===== config.mk =====
export PLATFORM = sky130hd
export DESIGN_NAME = uart_rx_8n1
export DESIGN_NICKNAME = d
export VERILOG_FILES = /design/src/rtl/uart_pkg.sv /design/src/rtl/sync_2ff.sv /design/src/rtl/uart_rx_8n1.sv
export SDC_FILE = /design/constraint.sdc
export NUM_CORES = 1
export LEC_CHECK = 0
export BUFFER_PORTS_ARGS = -buffer_cell sky130_fd_sc_hd__buf_2
export CAP_MARGIN = 30
export CORE_MARGIN = 10
export CORE_UTILIZATION = 30
export DETAILED_ROUTE_END_ITERATION = 10
export HOLD_SLACK_MARGIN = 0.15
export PLACE_DENSITY_LB_ADDON = 0.15
export SETUP_SLACK_MARGIN = 0.5
export SLEW_MARGIN = 20
export SYNTH_ARGS = -nofsm -noshare
export SYNTH_HDL_FRONTEND = slang
export SYNTH_SLANG_ARGS = --single-unit

===== constraint.sdc =====
create_clock -name CLK -period 1.95 [get_ports CLK]
set_input_delay 0.39 -clock CLK [delete_from_list [all_inputs] [get_ports CLK]]
set_output_delay 0.39 -clock CLK [all_outputs]
set_load 0.03 [all_outputs]

===== src/rtl/uart_pkg.sv =====
// Shared UART definitions used by the receiver and the matching transmitter.
// UART_RX_PARITY_EN adds the PARITY receive state.
package uart_pkg;

  localparam int   UART_DATA_BITS = 8;
  localparam logic UART_IDLE      = 1'b1;

  typedef enum logic [2:0] {
    ST_IDLE,
    ST_START,
    ST_DATA,
`ifdef UART_RX_PARITY_EN
    ST_PARITY,
`endif
    ST_STOP,
    ST_BREAK
  } uart_rx_state_t;

endpackage


===== src/rtl/sync_2ff.sv =====
// Generic two-flop synchronizer for a single asynchronous input.
module sync_2ff #(
  parameter logic RESET_VAL = 1'b0
) (
  input  logic i_clk,
  input  logic i_rst,
  input  logic i_d,
  output logic o_q
);

  logic r_meta;
  logic r_sync;

  always_ff @(posedge i_clk or posedge i_rst) begin
    if (i_rst) begin
      r_meta <= RESET_VAL;
      r_sync <= RESET_VAL;
    end else begin
      r_meta <= i_d;
      r_sync <= r_meta;
    end
  end

  assign o_q = r_sync;

endmodule


===== src/rtl/uart_rx_8n1.sv =====
// UART receiver: 8N1 by default, 8E1 with PARITY_ERR when UART_RX_PARITY_EN is defined.
// Samples mid-bit using a counter restarted at the start edge.
//
// state  | meaning
// IDLE   | line idle, waiting for a low level
// START  | half a bit in, confirm the start bit is still low
// DATA   | sample 8 data bits, LSB first
// PARITY | sample even-parity bit (UART_RX_PARITY_EN only)
// STOP   | sample stop bit, emit VALID / PARITY_ERR / FRAME_ERR
// BREAK  | stop bit was low, wait for the line to go high again
module uart_rx_8n1
  import uart_pkg::*;
#(
  parameter int CLK_FREQ_HZ = 10_000_000,
  parameter int BAUD        = 115_200
) (
  input  logic                      CLK,
  input  logic                      RESET,
  input  logic                      RXD,
  output logic [UART_DATA_BITS-1:0] DATA,
  output logic                      VALID,
  output logic                      FRAME_ERR,
`ifdef UART_RX_PARITY_EN
  output logic                      PARITY_ERR,
`endif
  output logic                      BUSY
);

  localparam int CLKS_PER_BIT = CLK_FREQ_HZ / BAUD;
  localparam int CW           = $clog2(CLKS_PER_BIT);
  localparam int BW           = $clog2(UART_DATA_BITS);

  localparam logic [CW-1:0] CNT_HALF = CW'(CLKS_PER_BIT / 2 - 1);
  localparam logic [CW-1:0] CNT_FULL = CW'(CLKS_PER_BIT - 1);
  localparam logic [BW-1:0] BIT_LAST = BW'(UART_DATA_BITS - 1);

  generate
    if (CLKS_PER_BIT < 4) begin : g_cpb_check
      $error("uart_rx_8n1: CLKS_PER_BIT must be at least 4");
    end
  endgenerate

  uart_rx_state_t            r_state, w_state_nxt;
  logic [CW-1:0]             r_cnt,   w_cnt_nxt;
  logic [BW-1:0]             r_bit,   w_bit_nxt;
  logic [UART_DATA_BITS-1:0] r_shift, w_shift_nxt;
  logic [UART_DATA_BITS-1:0] r_data,  w_data_nxt;
  logic                      r_valid, w_valid_nxt;
  logic                      r_ferr,  w_ferr_nxt;
`ifdef UART_RX_PARITY_EN
  logic                      r_perr,    w_perr_nxt;
  logic                      r_par_bad, w_par_bad_nxt;
`endif
  logic                      w_rxs;

  sync_2ff #(
    .RESET_VAL (UART_IDLE)
  ) u_sync (
    .i_clk (CLK),
    .i_rst (RESET),
    .i_d   (RXD),
    .o_q   (w_rxs)
  );

  always_ff @(posedge CLK or posedge RESET) begin
    if (RESET) begin
      r_state <= ST_IDLE;
      r_cnt   <= '0;
      r_bit   <= '0;
      r_shift <= '0;
      r_data  <= '0;
      r_valid <= 1'b0;
      r_ferr  <= 1'b0;
`ifdef UART_RX_PARITY_EN
      r_perr    <= 1'b0;
      r_par_bad <= 1'b0;
`endif
    end else begin
      r_state <= w_state_nxt;
      r_cnt   <= w_cnt_nxt;
      r_bit   <= w_bit_nxt;
      r_shift <= w_shift_nxt;
      r_data  <= w_data_nxt;
      r_valid <= w_valid_nxt;
      r_ferr  <= w_ferr_nxt;
`ifdef UART_RX_PARITY_EN
      r_perr    <= w_perr_nxt;
      r_par_bad <= w_par_bad_nxt;
`endif
    end
  end

  always_comb begin
    w_state_nxt = r_state;
    w_cnt_nxt   = r_cnt + CW'(1);
    w_bit_nxt   = r_bit;
    w_shift_nxt = r_shift;
    w_data_nxt  = r_data;
    w_valid_nxt = 1'b0;
    w_ferr_nxt  = 1'b0;
`ifdef UART_RX_PARITY_EN
    w_perr_nxt    = 1'b0;
    w_par_bad_nxt = r_par_bad;
`endif

    case (r_state)
      ST_IDLE: begin
        w_cnt_nxt = '0;
        if (w_rxs != UART_IDLE) w_state_nxt = ST_START;
      end

      ST_START: begin
        if (r_cnt == CNT_HALF) begin
          w_cnt_nxt = '0;
          w_bit_nxt = '0;
          w_state_nxt = (w_rxs == UART_IDLE) ? ST_IDLE : ST_DATA;
        end
      end

      ST_DATA: begin
        if (r_cnt == CNT_FULL) begin
          w_cnt_nxt   = '0;
          w_shift_nxt = {w_rxs, r_shift[UART_DATA_BITS-1:1]};
          if (r_bit == BIT_LAST) begin
`ifdef UART_RX_PARITY_EN
            w_state_nxt = ST_PARITY;
`else
            w_state_nxt = ST_STOP;
`endif
          end else begin
            w_bit_nxt = r_bit + BW'(1);
          end
        end
      end

`ifdef UART_RX_PARITY_EN
      ST_PARITY: begin
        if (r_cnt == CNT_FULL) begin
          w_cnt_nxt     = '0;
          w_par_bad_nxt = ^{r_shift, w_rxs};
          w_state_nxt   = ST_STOP;
        end
      end
`endif

      ST_STOP: begin
        if (r_cnt == CNT_FULL) begin
          w_cnt_nxt = '0;
          if (w_rxs == UART_IDLE) begin
            w_state_nxt = ST_IDLE;
`ifdef UART_RX_PARITY_EN
            if (r_par_bad) begin
              w_perr_nxt = 1'b1;
            end else begin
              w_valid_nxt = 1'b1;
              w_data_nxt  = r_shift;
            end
`else
            w_valid_nxt = 1'b1;
            w_data_nxt  = r_shift;
`endif
          end else begin
            w_ferr_nxt  = 1'b1;
            w_state_nxt = ST_BREAK;
          end
        end
      end

      ST_BREAK: begin
        w_cnt_nxt = '0;
        if (w_rxs == UART_IDLE) w_state_nxt = ST_IDLE;
      end

      default: begin
        w_cnt_nxt   = '0;
        w_state_nxt = ST_IDLE;
      end
    endcase
  end

  assign DATA      = r_data;
  assign VALID     = r_valid;
  assign FRAME_ERR = r_ferr;
`ifdef UART_RX_PARITY_EN
  assign PARITY_ERR = r_perr;
`endif
  assign BUSY      = (r_state != ST_IDLE);

endmodule


==> impl_metrics.tcl <==
set metrics [dict create \
    ys_types 32 \
    routedWlPerCell_um 13.6 \
    die_w_um 90.1 \
    preCtsSetupSlack_ns 0.0638 \
    finalHoldViolations 0 \
    max_freq_mhz 532 \
    final_util_pct 39.1 \
    met2_length_um 1400 \
    met1_length_um 1300 \
    worstSetupEndpointType "flop" \
    muxShareOfSynthArea_pct 14.3 \
    start_kind "flop" \
    total_power_mw 1.35 \
    p_per_area_mw_per_mm2 728 \
    clk_path_buf_depth 2 \
    io_pins 14 \
    synth_xor_area_share_pct 2.97 \
    rows 25 \
    synth_top_cell_by_area "dfrtp_1" \
    worstPathMaxFanout 5 \
    path_class "reg2reg" \
    ys_ff_latch 33 \
    synth_area_leaders "dfrtp_1 53%, mux2_4 8.2%, mux2_2 6.1%" \
    vias 964 \
    syn-num-nets 124 \
    ant_nets 0 \
    cts-root-buf "clkbuf_8" \
    die_h_um 90.1 \
    gr-total-overflow 0 \
    drt_iter0_drc 24 \
    cts_tree "yes" \
    top_layer_used "met4" \
    core_mm2 0.00475 \
    clkSinkCount 33 \
    clock_latency_ns 0.28 \
    nNetsFinal 155 \
    fin_worst_skew_ns 0.00350 \
    layout_common_cells "31 x dfrtp_1, 13 x buf_2, 10 x nor2_1, 10 x buf_4, 9 x mux2_4" \
    drt-total-wl_um 2920 \
    grt_util_all_layers_pct 7.70 \
    grt_max_degree 34 \
    cts_hold_buffers 0 \
    io_buffers 13 \
    drive_above_1_share_pct 43.9 \
    slew_headroom_pct 72.9 \
    rsz0062_at_grt "true" \
    syn_to_final_growth_pct 26.3 \
    synth_top_family_by_area "multiplexers" \
    drv_cap 0 \
    antenna_found_initial 0 \
    outcome "finished clean" \
    synth-adder-area-share_pct 4.25 \
    initial_utilization_pct 31.0 \
    dr.pass1.iters 4 \
    ys_seq_area_share_pct 56.2 \
    drc 0 \
    synthSimpleGateAreaFrac_pct 13.5 \
    tns_ns 0 \
    met3_length_um 145 \
    gp_congestion 0.787 \
    synth_top_area_share_pct 52.7 \
    fin_crit_ns 1.88 \
    post_drt_via_cell_ratio 4.48 \
    antenna_cells 0 \
    cts.clk_slew.worst_paths_ns 0.07 \
    required_ns 2.12 \
    slew_viol_final 0 \
    p_leak_nw 0.945 \
    avgSynthCellArea_um2 12.7 \
    syn_area_mm2 0.00147 \
    setup_viol 0 \
    synth_flop_cell "dfrtp_1" \
    hold_path_class "in2async" \
    period_share_pct 96.3 \
    ir_worst_vdd_mv 0.245 \
    die_area_mm2 0.00811 \
    synth.yosys.warnings 0 \
    h-tree-depth 2 \
    synth_edf_count 0 \
    cp.arrival_ns 2.04 \
    setup_ws_ns 0.0714 \
    syn_inst 116 \
    ys_async_sr_fraction_pct 100 \
    dp.final_hpwl_um 1930 \
    worst_pin_slew_ns 0.407 \
    numCtsBuffers 5 \
    synth_compound_area_share_pct 5.69 \
    r2r_slack_ns 0.07 \
    grt_pass1_wl_um 5090 \
    grt_pass1_vias 1058 \
    final_common_cell "dfrtp_1" \
]
## critical path, stage by stage (launching register included)
cell     delay [ns]
dfrtp_1        0.38
inv_1          0.07
ha_1           0.13
and4b_1        0.23
nand2_2        0.09
or4_4          0.55
mux2_4         0.32
## report_power, final
part | internal, mW | switching (mW) | total, mW
Clock | 0.247 | 0.236 | 0.483
Combinational | 0.0766 | 0.0724 | 0.149
Sequential | 0.702 | 0.0199 | 0.722
Total | 1.03 | 0.328 | 1.35
## final timing paths
| path | end | cells past startpoint | from |
|---|---|---|---|
| max in group asynchronous | u_sync.r_meta | 3 | RESET |
| worst max register to register | DATA[3] | 6 | r_cnt[1] |
| worst min-delay path | r_shift[0] | 3 | RESET |
| min in group CLK | u_sync.r_meta | 1 | RXD |
| worst max-delay path | DATA[3] | 6 | r_cnt[1] |
| worst min register to register | u_sync.o_q | 0 | u_sync.r_meta |
## synthesized netlist by cell type, drive strengths merged (3+ instances only)
master	instances
mux2	16
ha	5
nand3	5
xor2	3
inv	6
nand2	4
dfrtp	31
nor2	13
clkbuf	3
## state kept, by name, summed over array words and instances (netlist names)
signal and cells:
DATA 8, FRAME_ERR 1, VALID 1, r_bit 3
r_cnt 7, r_shift 8, r_state 3, u_sync.o_q 1
u_sync.r_meta 1
## kinds of logic (layout without fill, tap and decap cells)
group           after synthesis  after routing
mux                          16             16
fa+ha+maj                     5              5
simple gates                 36             37
flops                        33             33
compound gates               11             11
buf+inv                      10             41
xor+xnor                      5              5
## layout make-up
type	count	area, µm²
Clock buffer	6	72.6
Clock inverter	2	10.0
Fill cell	465	2900
Inverter	6	22.5
Multi-Input combinational cell	74	657
Sequential cell	33	828
Tap cell	67	83.8
Timing Repair Buffer	27	185
## per-stage QoR
step           cells  instance area (µm²)  hold slack [ns]
4_1_cts          214                 1840            0.192
5_1_grt          215                 1860            0.194
2_1_floorplan    116                 1470            0.345
6_report         215                 1860            0.187
3_5_place_dp     198                 1640            0.351
3_3_place_gp     198                 1640            0.347
## repair_timing
| item | in CTS | in global routing |
|---|---|---|
| endpoints found under the setup margin | 29 | 32 |
| buffers inserted | 7 | 1 |
| pin swaps | 10 | 4 |
| cloned | 1 | 0 |
| resized for setup | 14 | 4 |
| hold endpoints to repair | 0 | 0 |
## layer usage
metal | GRT usage [%] | vias up
li1 | - | 469
met1 | 8.33 | 471
met2 | 12.3 | 16
met3 | 3.33 | 8
met4 | 4.51 | 0
met5 | 0 | -
No activity file was read; power rests on OpenSTA's default activity.
